==> src/rtl/mem_loader_pkg.sv <==
// mem_loader_pkg -- definitions shared by the serial memory loader.
//   state_e       : loader FSM states (CHECK exists only with LOADER_CHECKSUM_EN)
//   UNIT_WORD     : word-unit encoding driven on the mmu unit ports
//   clks_per_bit  : integer-truncated clock cycles per serial bit
package mem_loader_pkg;

  typedef enum logic [2:0] {
    ST_LEN   = 3'd0,
    ST_DATA  = 3'd1,
    ST_WRITE = 3'd2,
`ifdef LOADER_CHECKSUM_EN
    ST_CHECK = 3'd3,
`endif
    ST_DONE  = 3'd4,
    ST_ERROR = 3'd5
  } state_e;

  localparam logic [1:0] UNIT_WORD = 2'd2;

  function automatic int unsigned clks_per_bit(input int unsigned clk_hz,
                                               input int unsigned baud);
    return clk_hz / baud;
  endfunction

endpackage

==> src/rtl/mem_loader_rx.sv <==
// uart_rx_core -- 8N1 serial receiver.
//   clk_i, rst_ni  : clock, async active-low reset
//   rx_i           : asynchronous serial line, idle high
//   byte_o         : last received byte
//   byte_valid_o   : one-cycle pulse, byte_o holds a good frame
//   frame_err_o    : one-cycle pulse, stop bit sampled low
module uart_rx_core #(
  parameter int unsigned CLKS_PER_BIT = 16
) (
  input  logic       clk_i,
  input  logic       rst_ni,
  input  logic       rx_i,
  output logic [7:0] byte_o,
  output logic       byte_valid_o,
  output logic       frame_err_o
);

  localparam int unsigned HALF = CLKS_PER_BIT / 2;
  localparam int          CW   = $clog2(CLKS_PER_BIT + 1);

  typedef enum logic [1:0] {RX_IDLE, RX_START, RX_BITS, RX_STOP} rx_state_e;

  // [1:0] two-flop synchroniser, [2] previous synchronised value for edge detect
  logic [2:0]    sync_q;
  rx_state_e     st_q;
  logic [CW-1:0] cnt_q;
  logic [2:0]    bit_q;
  logic [7:0]    sh_q;
  logic          rx_s;

  assign rx_s = sync_q[1];

  // Receiver state machine: start qualification at mid-bit, then 8 data bits and stop
  always_ff @(posedge clk_i or negedge rst_ni) begin
    if (!rst_ni) begin
      sync_q       <= 3'b111;
      st_q         <= RX_IDLE;
      cnt_q        <= '0;
      bit_q        <= 3'd0;
      sh_q         <= 8'd0;
      byte_o       <= 8'd0;
      byte_valid_o <= 1'b0;
      frame_err_o  <= 1'b0;
    end else begin
      sync_q       <= {sync_q[1:0], rx_i};
      byte_valid_o <= 1'b0;
      frame_err_o  <= 1'b0;
      case (st_q)
        RX_IDLE: begin
          if (sync_q[2] && !sync_q[1]) begin
            st_q  <= RX_START;
            cnt_q <= '0;
          end
        end
        RX_START: begin
          // A line back high at mid-bit was a glitch, not a start bit
          if (cnt_q == CW'(HALF - 1)) begin
            cnt_q <= '0;
            bit_q <= 3'd0;
            st_q  <= rx_s ? RX_IDLE : RX_BITS;
          end else begin
            cnt_q <= cnt_q + CW'(1);
          end
        end
        RX_BITS: begin
          if (cnt_q == CW'(CLKS_PER_BIT - 1)) begin
            cnt_q <= '0;
            sh_q  <= {rx_s, sh_q[7:1]};
            bit_q <= bit_q + 3'd1;
            if (bit_q == 3'd7) st_q <= RX_STOP;
          end else begin
            cnt_q <= cnt_q + CW'(1);
          end
        end
        RX_STOP: begin
          if (cnt_q == CW'(CLKS_PER_BIT - 1)) begin
            cnt_q <= '0;
            st_q  <= RX_IDLE;
            if (rx_s) begin
              byte_o       <= sh_q;
              byte_valid_o <= 1'b1;
            end else begin
              frame_err_o  <= 1'b1;
            end
          end else begin
            cnt_q <= cnt_q + CW'(1);
          end
        end
        default: st_q <= RX_IDLE;
      endcase
    end
  end

endmodule

==> src/rtl/mem_loader.sv <==
// mem_loader -- receives a length-prefixed image over 8N1 serial and writes it
// word by word to memory starting at BASE_ADDR while holding the core.
//   clk_i, rst_ni              : clock, async active-low reset
//   rx_i                       : serial input
//   mem_re_o / mem_we_o        : read strobe (always 0) / one-cycle write strobe
//   mem_rd_unit_o/mem_wd_unit_o: word-unit encoding
//   mem_addr_o / mem_wd_o      : write byte address / write data
//   access_fault_i, addr_misaligned_i : mmu responses in the write cycle
//   cpu_hold_o, done_o, error_o: core hold and sticky status
// Optional build macro: LOADER_CHECKSUM_EN adds a trailing XOR checksum byte.
module mem_loader
  import mem_loader_pkg::*;
#(
  parameter int unsigned CLK_HZ    = 32000000,
  parameter int unsigned BAUD      = 115200,
  parameter logic [31:0] BASE_ADDR = 32'h4000_0000,
  parameter int unsigned MAX_BYTES = 65536
) (
  input  logic        clk_i,
  input  logic        rst_ni,
  input  logic        rx_i,
  output logic        mem_re_o,
  output logic        mem_we_o,
  output logic [1:0]  mem_rd_unit_o,
  output logic [1:0]  mem_wd_unit_o,
  output logic [31:0] mem_addr_o,
  output logic [31:0] mem_wd_o,
  input  logic        access_fault_i,
  input  logic        addr_misaligned_i,
  output logic        cpu_hold_o,
  output logic        done_o,
  output logic        error_o
);

  localparam int unsigned CPB = clks_per_bit(CLK_HZ, BAUD);
`ifdef LOADER_CHECKSUM_EN
  localparam state_e ST_AFTER_DATA = ST_CHECK;
`else
  localparam state_e ST_AFTER_DATA = ST_DONE;
`endif

  logic [7:0]  rx_byte_s;
  logic        rx_valid_s;
  logic        rx_ferr_s;
  logic [7:0]  buf_q;
  logic        buf_vld_q;
  logic        take_s;
  state_e      state_q;
  logic [1:0]  cnt_q;
  logic [31:0] len_q;
  logic [31:0] word_q;
  logic [31:0] off_q;
  logic [31:0] len_next_s;
  logic [31:0] word_next_s;
`ifdef LOADER_CHECKSUM_EN
  logic [7:0]  csum_q;
`endif

  uart_rx_core #(.CLKS_PER_BIT(CPB)) u_rx (
    .clk_i        (clk_i),
    .rst_ni       (rst_ni),
    .rx_i         (rx_i),
    .byte_o       (rx_byte_s),
    .byte_valid_o (rx_valid_s),
    .frame_err_o  (rx_ferr_s)
  );

  assign mem_re_o      = 1'b0;
  assign mem_rd_unit_o = UNIT_WORD;
  assign mem_wd_unit_o = UNIT_WORD;
  assign len_next_s    = {buf_q, len_q[31:8]};
  assign word_next_s   = {buf_q, word_q[31:8]};

  // Bytes are consumed only in states that collect serial data
  always_comb begin
    take_s = 1'b0;
    case (state_q)
      ST_LEN, ST_DATA: take_s = buf_vld_q;
`ifdef LOADER_CHECKSUM_EN
      ST_CHECK:        take_s = buf_vld_q;
`endif
      default:         take_s = 1'b0;
    endcase
  end

  // One-byte holding buffer so a byte finishing during WRITE waits for DATA
  always_ff @(posedge clk_i or negedge rst_ni) begin
    if (!rst_ni) begin
      buf_q     <= 8'd0;
      buf_vld_q <= 1'b0;
    end else if (rx_valid_s) begin
      buf_q     <= rx_byte_s;
      buf_vld_q <= 1'b1;
    end else if (take_s) begin
      buf_vld_q <= 1'b0;
    end
  end

  // Loader FSM with registered memory and status outputs
  always_ff @(posedge clk_i or negedge rst_ni) begin
    if (!rst_ni) begin
      state_q    <= ST_LEN;
      cnt_q      <= 2'd0;
      len_q      <= 32'd0;
      word_q     <= 32'd0;
      off_q      <= 32'd0;
      mem_we_o   <= 1'b0;
      mem_addr_o <= 32'd0;
      mem_wd_o   <= 32'd0;
      cpu_hold_o <= 1'b1;
      done_o     <= 1'b0;
      error_o    <= 1'b0;
`ifdef LOADER_CHECKSUM_EN
      csum_q     <= 8'd0;
`endif
    end else begin
      mem_we_o <= 1'b0;
      if (rx_ferr_s && state_q != ST_DONE && state_q != ST_ERROR) begin
        state_q <= ST_ERROR;
        error_o <= 1'b1;
      end else begin
        case (state_q)
          ST_LEN: begin
            if (take_s) begin
              len_q <= len_next_s;
              cnt_q <= cnt_q + 2'd1;
              if (cnt_q == 2'd3) begin
                if (len_next_s == 32'd0) begin
                  state_q    <= ST_AFTER_DATA;
                  done_o     <= (ST_AFTER_DATA == ST_DONE);
                  cpu_hold_o <= (ST_AFTER_DATA != ST_DONE);
                end else if (len_next_s[1:0] != 2'd0 || len_next_s > 32'(MAX_BYTES)) begin
                  state_q <= ST_ERROR;
                  error_o <= 1'b1;
                end else begin
                  state_q <= ST_DATA;
                end
              end
            end
          end
          ST_DATA: begin
            if (take_s) begin
              word_q <= word_next_s;
              cnt_q  <= cnt_q + 2'd1;
`ifdef LOADER_CHECKSUM_EN
              csum_q <= csum_q ^ buf_q;
`endif
              if (cnt_q == 2'd3) begin
                state_q    <= ST_WRITE;
                mem_we_o   <= 1'b1;
                mem_addr_o <= BASE_ADDR + off_q;
                mem_wd_o   <= word_next_s;
              end
            end
          end
          ST_WRITE: begin
            if (access_fault_i || addr_misaligned_i) begin
              state_q <= ST_ERROR;
              error_o <= 1'b1;
            end else begin
              off_q <= off_q + 32'd4;
              if (off_q + 32'd4 == len_q) begin
                state_q    <= ST_AFTER_DATA;
                done_o     <= (ST_AFTER_DATA == ST_DONE);
                cpu_hold_o <= (ST_AFTER_DATA != ST_DONE);
              end else begin
                state_q <= ST_DATA;
              end
            end
          end
`ifdef LOADER_CHECKSUM_EN
          ST_CHECK: begin
            if (take_s) begin
              if (buf_q == csum_q) begin
                state_q    <= ST_DONE;
                done_o     <= 1'b1;
                cpu_hold_o <= 1'b0;
              end else begin
                state_q <= ST_ERROR;
                error_o <= 1'b1;
              end
            end
          end
`endif
          ST_DONE, ST_ERROR: begin
            state_q <= state_q;
          end
          default: begin
            state_q <= ST_ERROR;
            error_o <= 1'b1;
          end
        endcase
      end
    end
  end

endmodule

==> config.mk <==
export PLATFORM = sky130hd
export DESIGN_NAME = mem_loader
export DESIGN_NICKNAME = d
export VERILOG_FILES = /design/src/rtl/mem_loader_pkg.sv /design/src/rtl/mem_loader_rx.sv /design/src/rtl/mem_loader.sv
export SDC_FILE = /design/constraint.sdc
export NUM_CORES = 1
export LEC_CHECK = 0
export ABC_CLOCK_PERIOD_IN_PS = 2900
export CELL_PAD_IN_SITES_DETAIL_PLACEMENT = 1
export CELL_PAD_IN_SITES_GLOBAL_PLACEMENT = 1
export CORE_MARGIN = 5
export CORE_UTILIZATION = 40
export CTS_BUF_LIST = sky130_fd_sc_hd__clkbuf_8 sky130_fd_sc_hd__clkbuf_16
export DETAILED_ROUTE_END_ITERATION = 16
export PLACE_DENSITY_LB_ADDON = 0.1
export RECOVER_POWER = 100
export SLEW_MARGIN = 20
export SYNTH_ARGS = -nofsm -noshare
export SYNTH_HDL_FRONTEND = slang
export SYNTH_SLANG_ARGS = --single-unit
==> constraint.sdc <==
create_clock -name clk_i -period 2.9 [get_ports clk_i]
set_input_delay 0.58 -clock clk_i [delete_from_list [all_inputs] [get_ports clk_i]]
set_output_delay 0.58 -clock clk_i [all_outputs]
set_load 0.01 [all_outputs]
Yosys cells after proc, flatten, opt, wreduce, memory -nomap -nowiden
Index checks and enable logic that the tools add are counted.
- register bits after elaboration: 213
- input bits: 5
- word-level logic and storage cells: 147
- add/sub/neg operators: 5
- $lt $le $gt $ge: 1
- equality and inequality tests: 33
- muxes and demuxes: 56
- bitwise logic cells: 2
- reduce and logical (&&, ||, !) cells: 29
- operator list (cell ; number):
    $mux 3 ; 11
    $add 31x32->32 const A ; 1
    $add 32x3->32 const B ; 1
    $eq 32x32->1 ; 1
    $gt 32x17->1 const B ; 1
    $logic_not 32->1 ; 1
    $mux 1 ; 29
    $mux 9 ; 3
    $ne 3x3->1 const B ; 9
    $pmux 9 s3 ; 1
    $reduce_and 3->1 ; 6
    $mux 2 ; 6
    $ne 2x1->1 const B ; 6
    $ne 2x2->1 const B ; 6
    $pmux 3 s4 ; 1
    $reduce_and 5->1 ; 2
    $add 9x1->9 const B ; 1
    $eq 3x3->1 const B ; 3
    $eq 9x8->1 const B ; 1
    $eq 9x9->1 const B ; 1
    $pmux 2 s4 ; 1
    $reduce_bool 2->1 ; 4
    $reduce_and 7->1 ; 1
    $eq 2x2->1 const B ; 3
    19 further kinds ; 26

Depth between registers and ports, before layout
- depth in word-level cells: 8
- gate-level depth with buffers: 10

Hierarchy
A second synthesis with hierarchy kept.
- cells, all modules: 746
- area total of the unflattened synthesis: 9288.9 µm²
- by module, submodules not included (module ; times used ; cells each ; area an instance (µm²) ; sequential area each (µm²)):
    mem_loader ; 1 ; 609 ; 7692.4 ; 4155.2
    uart_rx_core ; 1 ; 137 ; 1596.5 ; 879.6

Worst setup path before layout
Ideal clock, no wire load.
- kind: register to register
- start point: reg off_q[2]
- end point: reg state_q[2]
- setup time: 73 ps
- arrival: 2483 ps
- required time: 2827 ps
- slack: 344 ps
- stages on the path, launching flop included: 10
- path buffers: 0
- period minus slack after synthesis: 2556 ps
- path through: dfrtp_1 ha_1 nand3_1 nor4_2 a21oi_1 or4b_4 a2111oi_4 nand4_2 o21a_1 a21oi_2
- longest elaborated chain between the ends: 6
- ends and longest elaborated chain (item ; line ; source):
    from (decl) ; mem_loader.sv:52 ; logic [31:0] off_q;
    from (signal assigned) ; mem_loader.sv:161 ; off_q <= off_q + 32'd4;
    $add 32x3->32 ; mem_loader.sv:162 ; if (off_q + 32'd4 == len_q) begin
    $eq 32x32->1 ; mem_loader.sv:162 ;
    $mux 3 ; mem_loader.sv:162 ;
    $mux 3 ; mem_loader.sv:157 ; if (access_fault_i || addr_misaligned_i) begin
    $pmux 3 s4 ; mem_loader.sv:122 ; case (state_q)
    $mux 3 ; mem_loader.sv:118 ; if (rx_ferr_s && state_q != ST_DONE && state_q != ST_ERROR) begin
    to (signal assigned) ; mem_loader.sv:186 ; state_q <= state_q;
    to (decl) ; mem_loader.sv:48 ; state_e state_q;
Every way passes these cells.
A chain may end at the register's enable or synchronous reset.

Final worst setup path
- start point: reg off_q[22]
- end point: reg state_q[2]
Same word-level chain as after synthesis.

==> metrics.txt <==
FF-to-FF path depth=8; TritonCTS buffer count=24; skew final=between 0.009 and 0.01 ns; Post-synth EDFFs=0; CP Data Required Time=about 3.4 ns; Setup TNS=0 ns; antenna violations before repair=0; internal power=about 4700 µW; Starting Density=slightly above 40%; Routed Antenna Nets=0; leak pwr=between 0.005 and 0.006 µW; Worst setup EP type=register; Global Route Usage Sum=17.92%; Synth Area in XOR/XNOR=about 6%; ranking of synthesized cells by area=dfrtp_1 53%, mux2_2 16%, xnor2_1 3.7%; Via Count=6382; sequential-to-total area share from yosys stat=about 54%; clk sinks=201; Tot Pwr=approximately 6100 µW; drt total wl=~23000 µm; Slew HR=-20.69%; Mapped Avg Cell Area=roughly 12 µm²; biggest area consumer among synthesized cells=dfrtp_1; DRC=0; worst-skew pair later-pin latency=0.52 ns; Yosys cell types=58; Synth Flop Type=dfrtp_1; number of global-route vias before repair=between 7k and 8k; highest fanout seen on the critical path=6; # fillers=about 2.4k; Finished Core Util=a little under 50%; Synth top area share=about 53%; Final HPWL DP=between 15000 and 20000 µm; area growth from synthesis to layout=20.63%; Worst Setup Start Kind=register; WL/cell=18.98 µm; final worst path period need=around 2.7 ns; final hold violation count=0; Iter 0 DRT Violations=~260; maximum number of pins on one net before global-route repair=73; Via density=between 5 and 6; #FFs+latches synth=between 200 and 250; VDD IR max=0.4104 mV; gr ovfl total=0; Synth Area in Adders=between 1 and 1.5%; achievable frequency=around 0.37 GHz; worst reg2reg path startpoint=off_q[22]; hold_sp=u_rx.sync_q[0]; FFs w/ async S/R, synth=100.0%; final net count=~900; post-CTS setup buffer count=0; reg2reg setup slack=between 0.15 and 0.2 ns; share of layout cells above drive strength 1=~25%; Worst Tran Pin Value=1.810 ns; Die W=roughly 160 µm; Critical Path AT=~3.2 ns; fin crit share=between 90% and 100%; combinational fraction of design power=roughly 6%; Root Buffer=clkbuf_16; CORE AREA=roughly 23000 µm²; Gate Count Post-Synth=~790; CTS tree=yes; multiplexer share of the synthesized area=16.31%; Simple-Gate Fraction of Synth Area=a little over an eighth; Rows=56; HP Class=reg2reg; complex-gate fraction of the synthesized area=5.718%; deepest clock path buffer count=3; first-pass GRT wire length=~39000 µm; power share of the clock group=between 40% and 50%; clock transition at the registers of the reported paths=roughly 0.06 ns; Die Y=around 160 µm; Worst R2R End=state_q[2]; CP Capture Point=state_q[2]; Mapped Area=about 9400 µm²; violated checks=max-capacitance violations, max-slew violations; sw frac=approximately a quarter; drt pass-1 iters=4; largest family of logic cells by synthesized area=multiplexers; Final Max Slew Viols=73; NetSw=about 1500 µW; Buffers on Ports=70; total of max-cap violations=1; Flop pwr share=46.9%; endpoints failing setup=0; Synth warnings=0; critical path class=reg2reg; PD cells=approximately 540 nW/µm²; final RePlAce weighted congestion=between 0.9 and 1; ANT cells=0; RSZ-0062 raised after global routing=false; IO Pins=78; Critical Path Source=off_q[22]; htree depth=1; die area=approximately 27000 µm²; status=finished, violations left
cell families (layout without fill, tap and decap cells):
family,after synthesis,count (layout)
other cells,2,7
flops,201,201
mux,136,136
fa+ha+maj,11,11
xor+xnor,66,66
buf+inv,64,161
simple gates,235,235
compound gates,79,79
cells in the mapped netlist, types with 3 or more instances:
cell and n:
or3_1 7, o21a_1 3, a31oi_1 4, mux2_2 133, dfstp_2 4, xnor2_1 40, o22ai_1 4, buf_2 12
xor2_1 26, nand2_1 82, inv_1 13, and4_1 7, a21o_1 4, mux2i_1 3, o21ai_0 30, and3_1 9
nand4_1 20, nor3_1 15, nor2b_1 6, nor4_1 10, nor2_1 27, nand2b_1 12, ha_1 11, o311a_1 3
or2_2 4, clkbuf_1 31, buf_4 7, dfrtp_1 197, nand3_1 19, a21oi_1 10
flip-flops by register name (all words and copies together), names as in the netlist, named ones only:
name	count
len_q	32
word_q	24
buf_q	8
u_rx.cnt_q	9
buf_vld_q	1
mem_addr_o	30
mem_we_o	1
u_rx.byte_valid_o	1
u_rx.sync_q	3
mem_wd_o	32
u_rx.frame_err_o	1
done_o	1
state_q	3
u_rx.st_q	1
u_rx.byte_o	8
cnt_q	2
off_q	30
u_rx.bit_q	3
u_rx.sh_q	8
error_o	1
cpu_hold_o	1
metrics by stage:
step / cells / cell area, µm² / worst slack (ns) / hold WS, ns
2_1_floorplan: 799 / 9384 / 0.3442 / 0.2844
3_3_place_gp: 1172 / 10560 / 0.1982 / 0.3463
3_5_place_dp: 1172 / 10560 / 0.1318 / 0.3526
4_1_cts: 1215 / 11330 / 0.1334 / 0.09779
5_1_grt: 1215 / 11300 / 0.01872 / 0.3703
6_report: 1215 / 11300 / 0.1956 / 0.3627
metal layers:
layer  vias up  global-route usage (%)  part of all wire [%]
met5         -                       0                     0
met4         0                   5.528                   3.2
met3        55                   2.549                   3.1
met2       105                   32.08                    52
met1      3267                   22.48                    42
li1       2955                       -                     -
worst min path at each step:
stage                     cells after the start                         end  slack, ns
after detailed placement                      0              u_rx.sync_q[1]       0.35
after floorplan                               0  asynchronous set/reset pin       0.28
after global placement                        0              u_rx.sync_q[1]       0.35
after CTS                                     1                   len_q[18]        0.1
after global routing                          0              u_rx.sync_q[1]       0.37
final                                         0              u_rx.sync_q[1]       0.36
repair_timing:
item	CTS	global route
resized for setup	0	6
hold buffers	0	0
setup endpoints to repair	0	4
cell usage in the layout (no fill, tap or decap), types with 4 or more instances in the layout:
cell,n
dfrtp_1,197
mux2_2,133
nand2_1,82
dlygate4sd3_1,67
xnor2_1,40
o21ai_0,30
nor2_1,26
xor2_1,26
buf_4,25
clkbuf_16,24
nand4_1,20
inv_1,19
nand3_1,18
nor3_1,15
nand2b_1,12
a21oi_1,10
ha_1,10
and3_1,9
nor4_1,8
and4_1,7
or3_1,7
conb_1,7
nor2b_1,6
clkbuf_2,6
clkinv_2,5
or2_2,4
nor4_2,4
a31oi_1,4
o22ai_1,4
a21o_1,4
clkbuf_8,4
layout make-up:
type / count / area [µm²] / share of cell area [%]
sequential: 201 / 5035 / 44.57
tap: 319 / 399.1 / 3.533
inverter: 14 / 52.55 / 0.4652
clock inverter: 15 / 122.6 / 1.085
clock buffer: 28 / 655.6 / 5.804
timing repair buffer: 104 / 930.9 / 8.240
multi-input combinational: 534 / 4101 / 36.31
worst max-delay path: stages (launching register included):
cell	delay, ns
dfrtp_1	0.49
nand4_4	0.19
nor4_2	0.44
a21oi_1	0.13
or4b_4	0.56
a2111oi_4	0.30
nand4_2	0.20
o21a_1	0.23
a21oi_2	0.10
power groups by stage:
stage	Combinational (µW)	Clock [µW]	Sequential, µW
after floorplan	242	0	2920
after global placement	352	0	2930
after detailed placement	381	0	2930
after CTS	385	2980	2880
after global routing	424	3100	2880
final	368	2890	2880
Note: power is estimated with default switching activity, not from simulation.
